$ cat src/rtl/addsub_pkg.sv
// Shared types for the serial adder/subtractor: FSM state encoding and mode constants.
package addsub_pkg;

  typedef enum logic [1:0] {
    IDLE = 2'd0,
    RUN  = 2'd1,
    DONE = 2'd2
  } state_t;

  localparam logic MODE_ADD = 1'b0;
  localparam logic MODE_SUB = 1'b1;

endpackage

$ cat src/rtl/addsub_slice.sv
// Combinational STEP-bit ripple of full-adder / full-subtractor cells selected by mode.
// c_msb is the carry/borrow entering the slice MSB, used for signed-overflow detection.
module addsub_slice
  import addsub_pkg::*;
#(
  parameter int STEP = 1
) (
  input  logic            mode,
  input  logic [STEP-1:0] a,
  input  logic [STEP-1:0] b,
  input  logic            cin,
  output logic [STEP-1:0] s,
  output logic            cout,
  output logic            c_msb
);

  logic [STEP:0] c;

  always_comb begin
    c    = '0;
    s    = '0;
    c[0] = cin;
    for (int i = 0; i < STEP; i++) begin
      s[i] = a[i] ^ b[i] ^ c[i];
      if (mode == MODE_SUB) begin
        c[i+1] = (~a[i] & b[i]) | (~(a[i] ^ b[i]) & c[i]);
      end else begin
        c[i+1] = (a[i] & b[i]) | (c[i] & (a[i] ^ b[i]));
      end
    end
  end

  assign cout  = c[STEP];
  assign c_msb = c[STEP-1];

endmodule

$ cat src/rtl/serial_addsub.sv
// Multi-cycle adder/subtractor, STEP bits per clock over WIDTH-bit operands.
// Define SERIAL_ADDSUB_SAT_EN to saturate the result on signed overflow.
// Handshake: start is accepted on an edge where ready=1; done pulses for one
// cycle when result/cout/ovf update; start while busy=1 is dropped.
module serial_addsub
  import addsub_pkg::*;
#(
  parameter int WIDTH = 8,
  parameter int STEP  = 1
) (
  input  logic             clk,
  input  logic             rst,
  input  logic             start,
  input  logic             mode,
  input  logic [WIDTH-1:0] a,
  input  logic [WIDTH-1:0] b,
  input  logic             cin,
  output logic             ready,
  output logic             busy,
  output logic             done,
  output logic [WIDTH-1:0] result,
  output logic             cout,
  output logic             ovf
);

  localparam int N  = WIDTH / STEP;
  localparam int CW = (N > 1) ? $clog2(N) : 1;

  state_t           state, state_nxt;
  logic [WIDTH-1:0] wa, wb, wr, wr_nxt, res_q, res_fin;
  logic             carry, mode_q, cout_q, ovf_q;
  logic [CW-1:0]    cnt;
  logic [STEP-1:0]  s_slice;
  logic             co_slice, cm_slice;
  logic             accept, last, ovf_fin;
`ifdef SERIAL_ADDSUB_SAT_EN
  logic             a_msb;
`endif

  addsub_slice #(.STEP(STEP)) u_slice (
    .mode  (mode_q),
    .a     (wa[STEP-1:0]),
    .b     (wb[STEP-1:0]),
    .cin   (carry),
    .s     (s_slice),
    .cout  (co_slice),
    .c_msb (cm_slice)
  );

  assign accept = start && (state != RUN);
  assign last   = (state == RUN) && (cnt == CW'(N - 1));
  // Carry-in vs carry-out of the MSB cell differ exactly on signed overflow (add and sub alike).
  assign ovf_fin = cm_slice ^ co_slice;

  always_comb begin
    wr_nxt                  = wr >> STEP;
    wr_nxt[WIDTH-1 -: STEP] = s_slice;
  end

  always_comb begin
    res_fin = wr_nxt;
`ifdef SERIAL_ADDSUB_SAT_EN
    if (ovf_fin) begin
      res_fin = a_msb ? {1'b1, {(WIDTH-1){1'b0}}} : {1'b0, {(WIDTH-1){1'b1}}};
    end
`endif
  end

  always_comb begin
    state_nxt = state;
    case (state)
      IDLE:    if (start) state_nxt = RUN;
      RUN:     if (last)  state_nxt = DONE;
      DONE:    state_nxt = start ? RUN : IDLE;
      default: state_nxt = IDLE;
    endcase
  end

  always_ff @(posedge clk) begin
    if (rst) begin
      state  <= IDLE;
      wa     <= '0;
      wb     <= '0;
      wr     <= '0;
      carry  <= 1'b0;
      mode_q <= MODE_ADD;
      cnt    <= '0;
      res_q  <= '0;
      cout_q <= 1'b0;
      ovf_q  <= 1'b0;
`ifdef SERIAL_ADDSUB_SAT_EN
      a_msb  <= 1'b0;
`endif
    end else begin
      state <= state_nxt;
      if (accept) begin
        wa     <= a;
        wb     <= b;
        carry  <= cin;
        mode_q <= mode;
        cnt    <= '0;
`ifdef SERIAL_ADDSUB_SAT_EN
        a_msb  <= a[WIDTH-1];
`endif
      end else if (state == RUN) begin
        wa    <= wa >> STEP;
        wb    <= wb >> STEP;
        carry <= co_slice;
        wr    <= wr_nxt;
        cnt   <= cnt + 1'b1;
        if (last) begin
          res_q  <= res_fin;
          cout_q <= co_slice;
          ovf_q  <= ovf_fin;
        end
      end
    end
  end

  assign ready  = (state != RUN);
  assign busy   = (state == RUN);
  assign done   = (state == DONE);
  assign result = res_q;
  assign cout   = cout_q;
  assign ovf    = ovf_q;

endmodule

$ cat config.mk
export PLATFORM = sky130hd
export DESIGN_NAME = serial_addsub
export DESIGN_NICKNAME = d
export VERILOG_FILES = /design/src/rtl/addsub_pkg.sv /design/src/rtl/addsub_slice.sv /design/src/rtl/serial_addsub.sv
export SDC_FILE = /design/constraint.sdc
export NUM_CORES = 1
export LEC_CHECK = 0
export CAP_MARGIN = 10
export CORE_MARGIN = 1
export CORE_UTILIZATION = 40
export CTS_CLUSTER_DIAMETER = 40
export DETAILED_ROUTE_END_ITERATION = 10
export MAX_ROUTING_LAYER = met4
export PLACE_DENSITY_LB_ADDON = 0.2
export RECOVER_POWER = 100
export SLEW_MARGIN = 30
export SYNTH_ARGS = -nofsm -noshare
export SYNTH_HDL_FRONTEND = slang
export SYNTH_SLANG_ARGS = --single-unit
$ cat constraint.sdc
create_clock -name clk -period 1.45 [get_ports clk]
set_clock_uncertainty 0.15 [all_clocks]
set_input_delay 0.3625 -clock clk [delete_from_list [all_inputs] [get_ports clk]]
set_output_delay 0.3625 -clock clk [all_outputs]
set_load 0.01 [all_outputs]
==> results of run 1 <==
## synth_stat cells (all sizes together)
library cell  number  share of area
nand2b             4          0.014
o211a              1         0.0055
nor3b              1         0.0042
nand2             33          0.068
and2               1         0.0035
inv                4          0.011
a21o               1         0.0042
nor3               2         0.0055
nor2              17          0.049
nand3b             1         0.0062
dfxtp             40           0.44
mux2i             16          0.089
buf               13          0.063
and2b              1         0.0042
ha                 2          0.014
o22a               1         0.0048
a31o               1         0.0048
fa                 2          0.022
a211oi            16           0.11
a21oi             19          0.053
and3b              1         0.0048
o21ai              1         0.0028
nand3              5          0.014
## layer usage
layer  vias up  global-route usage  wire (um)  part of all wire
li1        718                   -          -                 -
met1       641               0.194       1640              0.45
met2        20               0.275       1840              0.50
met3         5              0.0480        144             0.039
met4         0              0.0544         53             0.014
met5         -                   -          0                 0
## worst max path at each step
stage                     start     to  slack, ps  cells after the start
after CTS                 wb[0]    ovf        -50                      5
after global placement    start  wa[3]       -250                      4
after global routing      wb[0]    ovf        -70                      5
after floorplan           wb[0]    ovf        -10                      5
after detailed placement  start  wa[0]       -300                      4
final                     wb[0]    ovf        -40                      5
## flip-flops by register name, indices dropped and copies added, names as in the netlist
register and flops:
wb 8, cout 1, ovf 1, carry 1, wa 8, cnt 3, state 2, wr 7
mode_q 1, result 8
## kinds of logic after synthesis
| family | Yosys count | synth area share |
|---|---|---|
| adder cells (fa/ha/maj) | 4 | 0.0360 |
| AO/OA/AOI/OAI | 40 | 0.185 |
| multiplexers | 16 | 0.0885 |
| AND/OR/NAND/NOR | 66 | 0.174 |
| buffers and inverters | 17 | 0.0740 |
| flip-flops | 40 | 0.443 |
## final cells by class
class / instances / area (sq um) / area share
well taps: 52 / 65.1 / 0.0267
flip-flops and latches: 40 / 808 / 0.331
clock inverters: 1 / 5.00 / 0.00205
inverters: 4 / 20.0 / 0.00821
multi-input cells: 126 / 947 / 0.388
repair buffers: 51 / 520 / 0.213
clock buffers: 6 / 72.6 / 0.0298
## critical path, delay by kind of cell, from the launching register on
| family | cells | cell delay [ps] |
|---|---|---|
| fa+ha+maj | 1 | 370 |
| flops | 1 | 340 |
| compound gates | 2 | 340 |
| simple gates | 1 | 150 |
| buf+inv | 1 | 40 |
## power breakdown
part / leakage [nW] / switching (mW) / internal, mW
clock: 0.0410 / 0.357 / 0.327
sequential: 0.329 / 0.0395 / 1.15
combinational: 0.624 / 0.173 / 0.197
total: 0.994 / 0.569 / 1.68
## what timing repair did
action,CTS,global route
endpoints found under the setup margin,43,26
gates resized for setup,35,25
buffers inserted,1,1
hold buffers,0,0
pin swaps,5,13
gates cloned,0,1
==> results.json, run 1 <==
{
  "arrival_ps": 1520,
  "final_cell_area_sq_mm": 0.00244,
  "tritoncts": "built",
  "report.final.setup_viol": 4,
  "grt_pass1_wl_um": 6270,
  "fin_tns_setup_ps": -86.5,
  "min_delay_worst_endpoint": "result[7]",
  "dieHeight_um": 69.3,
  "post-route-util": 0.560,
  "grt_start_max_net_pins": 35,
  "relSlewSlack": 0.791,
  "whs_path_depth": 2,
  "syn_to_final_growth_pct": 34.8,
  "r2r_slack_ps": -40,
  "drtIter0Drc": 49,
  "p_leak_nw": 0.994,
  "fp-row-count": 24,
  "fin_nets": 253,
  "status": "finished, violations left",
  "placed_area_sq_mm": 0.00226,
  "crit_fanout": 3,
  "final_cell_mix": "dfxtp_1, nand2_1, clkdlybuf4s50_1, mux2i_1, a21oi_1",
  "synth_fp_nets": 208,
  "drtPass1Iterations": 4,
  "period_share": 1.03,
  "power_density_mw_per_mm2": 922,
  "yosysSeqAreaShare": 0.443,
  "path_class": "reg2reg",
  "start_kind": "register",
  "grt_util_all_layers": 0.167,
  "ant_nets": 0,
  "reg2reg_from": "wb[0]",
  "whs_ps": 302,
  "layout_setup_ws_ps": -37.9,
  "synth_cells": 183,
  "core_sq_mm": 0.00435,
  "cpMaxStageDelayCell": "fa_2",
  "finalHoldViolCount": 0,
  "worstReg2RegEnd": "ovf",
  "layout-drive-gt1-share": 0.346,
  "ys_ff_latch": 40,
  "insertion_delay_ps": 280,
  "antenna_found_initial": 0,
  "period_minus_slack_ps": 1490,
  "vias_per_cell": 4.94,
  "diodes": 0,
  "syn_area_per_cell_sq_um": 9.89,
  "required_ps": 1480,
  "cts.sinks": 40,
  "cts_made_buffers": 5,
  "ios": 34,
  "overflow": 0,
  "start_util": 0.416,
  "max_stage_delay_ps": 370,
  "drc_errors": 0,
  "final_common_cell": "dfxtp_1",
  "clk_path_buf_depth": 2,
  "syn_area_sq_mm": 0.00181,
  "wirelength_um": 3680,
  "finalPower_mw": 2.25,
  "dp_hpwl_um": 2490,
  "tightest_slew_ps": 312,
  "die_w_um": 69.3,
  "hold_path_class": "reg2reg",
  "hp-start": "result[7]",
  "grt_pass1_vias": 1340,
  "peakVddDrop_uv": 536,
  "endpoint_kind": "register",
  "dpl.cell_count": 270,
  "ys_types": 29,
  "place_ws_ps": -302,
  "layout.cells.non_filler": 280,
  "cap_violations": 0,
  "violations": "negative setup slack",
  "portBuffers": 33,
  "clock.fmax_mhz": 672,
  "cts-root-buf": "clkbuf_8",
  "wl_per_cell_um": 13.1,
  "vias": 1384,
  "rsz0062_at_grt": "yes",
  "htreeDepth": 2,
  "clkTransAtPathRegs_ps": 70,
  "dieArea_sq_mm": 0.00480,
  "worstPathCellList": "inv_2 -> fa_2 -> nand2b_4 -> a21o_1 -> a31o_1",
  "drv_slew": 0,
  "rr_worst_depth": 5,
  "yosys_warnings": 0,
  "gp_congestion": 0.758,
  "fillers": 394
}
Note: power is estimated with default switching activity, not from simulation.
==> run 2: changes to the inputs <==
--- a/config.mk
+++ b/config.mk
@@ -6,10 +6,10 @@
 export NUM_CORES = 1
 export LEC_CHECK = 0
 export CAP_MARGIN = 10
-export CORE_MARGIN = 1
 export CORE_UTILIZATION = 40
 export CTS_CLUSTER_DIAMETER = 40
 export DETAILED_ROUTE_END_ITERATION = 10
+export GPL_TIMING_DRIVEN = 0
 export MAX_ROUTING_LAYER = met4
 export PLACE_DENSITY_LB_ADDON = 0.2
 export RECOVER_POWER = 100
==> results.json, run 2 (same netlist as run 1, synthesis figures left out) <==
{
  "period_minus_slack_ps": 1560,
  "period_share": 1.07,
  "crit_fanout": 4,
  "grt_start_max_net_pins": 15,
  "worstPathCellList": "nand2b_4 -> buf_12 -> buf_6",
  "fin_nets": 256,
  "holdBufCountCts": 0,
  "cpMaxStageDelayCell": "dfxtp_2",
  "rsz0062_at_grt": "yes",
  "final_cell_mix": "nand2_1, dfxtp_1, a21oi_1, clkdlybuf4s50_1, mux2i_1",
  "start_util": 0.416,
  "tritoncts": "built",
  "status": "finished, violations left",
  "grt_util_all_layers": 0.171,
  "ant_nets": 0,
  "insertion_delay_ps": 290,
  "switching_share": 0.267,
  "cts-root-buf": "clkbuf_8",
  "relSlewSlack": 0.749,
  "p_seq_frac": 0.514,
  "combPwrFrac": 0.174,
  "report.final.setup_viol": 22,
  "placed_area_sq_mm": 0.00221,
  "finalHoldViolCount": 0,
  "vias": 1414,
  "drtIter0Drc": 66,
  "start_kind": "register",
  "layout-drive-gt1-share": 0.341,
  "power_density_mw_per_mm2": 961,
  "die_w_um": 69.3,
  "portBuffers": 32,
  "cap_violations": 0,
  "endpoint_kind": "primary output",
  "grt_pass1_vias": 1343,
  "core_sq_mm": 0.00435,
  "fillers": 410,
  "dieHeight_um": 69.3,
  "dieArea_sq_mm": 0.00480,
  "ios": 34,
  "p_clk_frac": 0.313,
  "violations": "negative setup slack",
  "hold_path_class": "reg2reg",
  "clkTransAtPathRegs_ps": 80,
  "htreeDepth": 2,
  "internal-power_mw": 1.70,
  "max_stage_delay_ps": 320,
  "drtPass1Iterations": 4,
  "path_class": "reg2out",
  "required_ps": 940,
  "p_leak_nw": 0.983,
  "clock.fmax_mhz": 642,
  "diodes": 0,
  "vias_per_cell": 4.98,
  "finalPower_mw": 2.33,
  "antenna_found_initial": 0,
  "wl_per_cell_um": 13.2,
  "tightest_slew_ps": 375,
  "cts_made_buffers": 5,
  "dp_hpwl_um": 2460,
  "cts.sinks": 40,
  "final_cell_area_sq_mm": 0.00242,
  "power.switching_mw": 0.622,
  "drv_slew": 0,
  "fp-row-count": 24,
  "arrival_ps": 1040,
  "overflow": 0,
  "peakVddDrop_uv": 480,
  "clk_path_buf_depth": 2,
  "syn_to_final_growth_pct": 33.8,
  "drc_errors": 0,
  "grt_pass1_wl_um": 6350,
  "layout_setup_ws_ps": -107,
  "wirelength_um": 3760,
  "gp_congestion": 0.780
}
run 2: cell count changes in the layout (fill, tap and decap cells not counted), sizes merged:
| cell | before | now |
|---|---|---|
| clkdlybuf4s50 | 19 | 18 |
| dlygate4sd3 | 0 | 1 |
| dlymetal6s2s | 1 | 0 |
| clkinv | 1 | 3 |
| dlygate4sd2 | 7 | 8 |
| buf | 19 | 22 |
| clkdlybuf4s15 | 3 | 2 |
run 2: path summary, 6_finish.rpt:
path | depth (start not counted) | slack [ps] | end | from
hold reg to reg | 2 | 310 | result[4] | result[4]
hold / removal | 2 | 310 | result[4] | result[4]
setup reg to reg | 5 | -70 | ovf | cnt[0]
setup / recovery | 3 | -110 | ready | state[1]
run 2: critical path, delay by kind of cell (launching register included):
family,cells,cell delay (ps)
AND/OR/NAND/NOR,1,180
flip-flops,1,320
buffers and inverters,2,250
run 2: what timing repair did:
action | 4_1_cts | 5_1_grt
setup endpoints to repair | 44 | 21
pin swaps | 5 | 3
setup buffers | 5 | 5
cloned | 1 | 0
hold endpoints to repair | 0 | 0
resized for setup | 44 | 10
run 2: area by class of cell:
type                       count  area (sq um)  area share
sequential                    40           812       0.335
clock buffer                   5          68.8      0.0284
tap                           52          65.1      0.0269
inverter                       4          25.0      0.0103
multi-input combinational    126           928       0.383
clock inverter                 3          18.8     0.00775
timing repair buffer          43           394       0.163
buffer                        11           109      0.0450
run 2: power by group through the flow:
| stage | sequential, mW | combinational, mW | clock, mW |
|---|---|---|---|
| 6_report | 1.19 | 0.404 | 0.727 |
| 5_1_grt | 1.20 | 0.438 | 0.798 |
| 4_1_cts | 1.19 | 0.391 | 0.747 |
| 3_5_place_dp | 1.22 | 0.366 | 0 |
| 3_3_place_gp | 1.22 | 0.365 | 0 |
| 2_1_floorplan | 1.21 | 0.257 | 0 |
run 2: metal layers:
metal | global-route usage | routed length, um
met5 | - | 0
met4 | 0.0567 | 68
met3 | 0.0407 | 162
met2 | 0.270 | 1730
met1 | 0.216 | 1800
run 2: per-stage QoR:
step           TNS [ps]  worst slack (ps)   util  hold WS (ps)  cells
2_1_floorplan     -11.6             -11.6      -           282    183
3_3_place_gp     -12760              -426  0.508           295    267
3_5_place_dp     -13130              -429  0.508           298    267
4_1_cts            -402              -184  0.545           307    280
5_1_grt           -1580              -154  0.556           328    284
6_report           -476              -107  0.556           306    284
==> run 3: changes to the inputs <==
==> constraint.sdc (replaced) <==
create_clock -name clk -period 1.56 [get_ports clk]
set_clock_uncertainty 0.15 [all_clocks]
set_input_delay 0.39 -clock clk [delete_from_list [all_inputs] [get_ports clk]]
set_output_delay 0.39 -clock clk [all_outputs]
set_load 0.01 [all_outputs]
==> results.json, run 3 (same netlist as run 1, synthesis figures left out) <==
{
  "hp-start": "result[3]",
  "wl_per_cell_um": 12.9,
  "drtPass1Iterations": 4,
  "fp-row-count": 24,
  "syn_to_final_growth_pct": 31.3,
  "arrival_ps": 1050,
  "period_share": 1.02,
  "grt_pass1_wl_um": 6200,
  "placed_area_sq_mm": 0.00220,
  "drc_errors": 0,
  "wirelength_um": 3630,
  "endpoint_kind": "primary output",
  "period_minus_slack_ps": 1590,
  "max_stage_delay_ps": 330,
  "power_density_mw_per_mm2": 971,
  "overflow": 0,
  "path_class": "reg2out",
  "core_sq_mm": 0.00435,
  "holdBufCountCts": 0,
  "violations": "negative setup slack",
  "internal-power_mw": 1.74,
  "ios": 34,
  "cpMaxStageDelayCell": "dfxtp_2",
  "vias": 1372,
  "cts-root-buf": "clkbuf_8",
  "insertion_delay_ps": 290,
  "p_seq_frac": 0.481,
  "final_cell_mix": "dfxtp_1, nand2_1, a21oi_1, clkdlybuf4s50_1, mux2i_1",
  "p_clk_frac": 0.364,
  "ant_nets": 0,
  "dieHeight_um": 69.3,
  "reg2reg_from": "carry",
  "clk_path_buf_depth": 2,
  "fin_nets": 254,
  "finalHoldViolCount": 0,
  "cap_violations": 0,
  "dp_hpwl_um": 2440,
  "crit_fanout": 4,
  "grt_start_max_net_pins": 15,
  "die_w_um": 69.3,
  "min_delay_worst_endpoint": "result[3]",
  "drtIter0Drc": 61,
  "status": "finished, violations left",
  "layout-drive-gt1-share": 0.304,
  "worstPathCellList": "nand2b_4 -> buf_12 -> buf_6",
  "antenna_found_initial": 0,
  "report.final.setup_viol": 5,
  "vias_per_cell": 4.87,
  "whs_path_depth": 2,
  "grt_pass1_vias": 1332,
  "whs_ps": 304,
  "fin_tns_setup_ps": -41.4,
  "combPwrFrac": 0.155,
  "dpl.cell_count": 267,
  "layout.cells.non_filler": 282,
  "clkTransAtPathRegs_ps": 80,
  "cts.sinks": 40,
  "r2r_slack_ps": 50,
  "finalPower_mw": 2.31,
  "drv_slew": 0,
  "switching_share": 0.247,
  "power.switching_mw": 0.570,
  "grt_util_all_layers": 0.167,
  "diodes": 0,
  "rr_worst_depth": 5,
  "dieArea_sq_mm": 0.00480,
  "start_util": 0.416,
  "start_kind": "register",
  "relSlewSlack": 0.794,
  "worstReg2RegEnd": "ovf",
  "gp_congestion": 0.783,
  "final_cell_area_sq_mm": 0.00237,
  "layout_setup_ws_ps": -29.1,
  "hold_path_class": "reg2reg",
  "portBuffers": 32,
  "tightest_slew_ps": 309,
  "final_common_cell": "dfxtp_1",
  "clock.fmax_mhz": 629,
  "tritoncts": "built",
  "p_leak_nw": 0.977,
  "required_ps": 1020,
  "rsz0062_at_grt": "yes",
  "cts_made_buffers": 5,
  "htreeDepth": 2,
  "peakVddDrop_uv": 554
}
[run 3: cell count changes in the layout (fill, tap and decap cells not counted), moves of 2 or more]
cell             before  now
ha_4                  2    0
dlygate4sd2_1         8   10
buf_4                12   10
clkdlybuf4s15_1       2    0
buf_2                 2    4
clkbuf_4              2    0
dfxtp_2               6    4
[run 3: per-stage QoR]
stage	util	worst slack (ps)
final	0.545	-29.1
after global routing	0.545	-68.3
after CTS	0.540	-98.9
after detailed placement	0.504	-339
after global placement	0.504	-341
after floorplan	-	30.5
[run 3: power groups by stage]
stage	Combinational, mW	Clock, mW	Sequential, mW
2_1_floorplan	0.234	0	1.12
4_1_cts	0.363	0.856	1.11
3_3_place_gp	0.332	0	1.13
3_5_place_dp	0.334	0	1.13
5_1_grt	0.393	0.910	1.12
6_report	0.358	0.839	1.11
[run 3: worst max-delay path by stage]
stage / slack, ps / cells past startpoint / start / to
final: -30 / 3 / state[1] / ready
after global routing: -70 / 3 / state[1] / ready
after CTS: -100 / 4 / state[1] / ready
after detailed placement: -340 / 5 / state[0] / busy
after global placement: -340 / 5 / state[0] / busy
after floorplan: 30 / 5 / wb[0] / ovf
[run 3: layer usage]
layer	global-route usage	share of wire
met5	-	0
met2	0.257	0.48
met1	0.213	0.47
met4	0.0680	0.013
met3	0.0378	0.031
[run 3: timing repair]
item / CTS / global route
buffers inserted: 6 / 3
endpoints found under the setup margin: 22 / 25
gates resized for setup: 34 / 12
gates cloned: 0 / 0
hold endpoints to repair: 0 / 0
pin swaps: 0 / 4
[run 3: layout make-up]
class                   count  area, sq um
clock buffers               5         68.8
flip-flops and latches     40          813
repair buffers             41          373
inverters                   4         25.0
clock inverters             3         42.5
multi-input cells         126          886
well taps                  52         65.1
fillers                   400         1980
plain buffers              11          101
[run 3: worst max-delay path, delay by kind of cell (launching register included)]
family	cells	cell delay, ps
DFF	1	330
and+or+nand+nor	1	180
buffers and inverters	2	250
==> patch: new RTL, settings of run 2 <==
Register the output `ovf` once more, without a reset; this adds one clock of latency there. The other outputs are not delayed to match. Comments in the files are not updated.
--- a/src/rtl/serial_addsub.sv
+++ b/src/rtl/serial_addsub.sv
@@ -124,3 +124,5 @@
   assign cout   = cout_q;
-  assign ovf    = ovf_q;
+  always_ff @(posedge clk) begin
+    ovf <= ovf_q;
+  end
 
Behaviour: not the same (a bounded check fails within 10 cycles, from zero or initial values and one cycle with rst high).
==> patch against run 2 <==
- the flow still finishes with violations (setup timing)
- wire length fell by 0.24%
- sequential cell count up 1
- power up 1.1%
- cell area grew 2.4%
- area after synthesis rose by 1.1%
- sequential share of layout area is essentially flat
- via count shrank 0.28%
- setup slack lost 8.6 ps
- synthesized cell count rose by 0.55%
- final cell count is 0.35% higher
==> patch: results (changes against run 2) <==
| Metric | Value |
|---|---|
| Worst hold start | ovf_q$_SDFFE_PP0P_ (was result[4]$_SDFFE_PP0P_) |
| Tightest slew margin relative to the limit | 78.4% (was 74.9%) |
| Number of nets in the layout | 257 (was 256) |
| Minimum hold slack | 197 ps (was 306 ps) |
| Starting DRC count in detailed routing | 36 (was 66) |
| Net count after synthesis | 209 (was 208) |
| Final design area excluding fillers | 2480 um2 (was 2420 um2) |
| Area fraction of clock buffers and clock inverters | 3.33% (was 3.62%) |
| CTS Sinks | 41 (was 40) |
| Leakage power figure | 1.01 nW (was 0.983 nW) |
| Worst reg2reg path depth | 5 (unchanged) |
| Peak fanout along the critical path | 4 (unchanged) |
| Average wire per cell in the routed design | 13.2 um (about the same) |
| Routability congestion estimate | 0.808 (was 0.780) |
| Flop-to-flop setup slack | -30 ps (was -70 ps) |
| Clock root buffer master | sky130_fd_sc_hd__clkbuf_8 (unchanged) |
| Post-Route WL | 3750 um (was 3760 um) |
| Routing usage on met2 | 28.6% (was 27.0%) |
| Switching portion of total power | 25.9% (was 26.7%) |
| Half-perimeter wire length after placement | 2490 um (was 2460 um) |
| Global routing usage on met1 | 22.3% (was 21.6%) |
| Sequential fraction of the synthesis area | 44.9% (was 44.3%) |
| Vias | 1410 (was 1414) |
| First-pass GRT wire length | 6570 um (was 6350 um) |
| IR drop worst, VDD | 0.534 mV (was 0.480 mV) |
| Sum of negative setup slack | -208 ps (was -476 ps) |
| Post-synthesis average cell area | 9.94 um2 (was 9.89 um2) |
| CP Launch Point | state[1]$_SDFFE_PP0P_ (unchanged) |
| Layout non-clock buf frac | 20.7% (was 20.8%) |
| Inverters, non-clock | 4 (unchanged) |
| Area occupied by multi-input gates | 963 um2 (was 928 um2) |
| Worst reg2reg path startpoint | carry$_SDFFE_PP0P_ (was cnt[0]$_SDFFE_PP0P_) |
| Worst setup slack after layout | -116 ps (was -107 ps) |
| Count of clock-net buffers in the final layout | 6 (was 5) |
| Pre-CTS setup slack | -438 ps (was -429 ps) |
| Placed cells | 268 (was 267) |
| Met3 Usage GRT | 4.36% (was 4.07%) |
| Register cell area after layout | 831 um2 (was 812 um2) |
| Most frequent cells after synthesis | sky130_fd_sc_hd__dfxtp_1, sky130_fd_sc_hd__nand2_1, sky130_fd_sc_hd__a21oi_1, sky130_fd_sc_hd__a211oi_2, sky130_fd_sc_hd__mux2i_1 (unchanged) |
| Final Setup Violations | 5 (was 22) |
| Sink of the worst hold path | ovf$_DFF_P_ (was result[4]$_SDFFE_PP0P_) |
| Failing checks | setup timing (unchanged) |
| Share of cells above drive strength 1 | 36.9% (was 34.1%) |
| Run status | finished with violations (unchanged) |
| Capturing point of the worst reg2reg path | ovf_q$_SDFFE_PP0P_ (was ovf$_SDFFE_PP0P_) |
| Tot GR Track Use | 17.8% (was 17.1%) |
| Fill cell instance count of the final layout | 408 (was 410) |
| Instance area after placement | 2230 um2 (was 2210 um2) |
| Prevailing post-synth register cell | sky130_fd_sc_hd__dfxtp_1 (unchanged) |
| Hold Path Cell Cnt | 0 (was 2) |
## patch: repair_timing
item / in CTS / in global routing
setup endpoints to repair: 44 / 22
pin swaps: 6 / 10
resized for setup: 45 / 19
buffers inserted: 6 / 4
cloned: 1 / 0
## patch: kinds of logic (layout without fill, tap and decap cells)
logic type / count (synthesis) / count (layout) / synth area share, %
buffers and inverters: 17 / 66 / 7.32
and+or+nand+nor: 66 / 66 / 17.2
DFF: 41 / 41 / 44.9
muxes: 16 / 16 / 8.75
adders and majority gates: 4 / 4 / 3.56
AOI/OAI and AO/OA: 40 / 40 / 18.3
## patch: power by group through the flow
stage	Clock (mW)	Sequential (mW)	Combinational [mW]
2_1_floorplan	0	1.24	0.257
3_3_place_gp	0	1.25	0.364
3_5_place_dp	0	1.25	0.364
4_1_cts	0.735	1.22	0.396
5_1_grt	0.793	1.23	0.456
6_report	0.710	1.22	0.419
## patch: routing by layer
metal  vias up  wire length, um
li1        720                -
met2        26             1740
met5         -                0
met4         0               53
met1       657             1830
met3         7              125
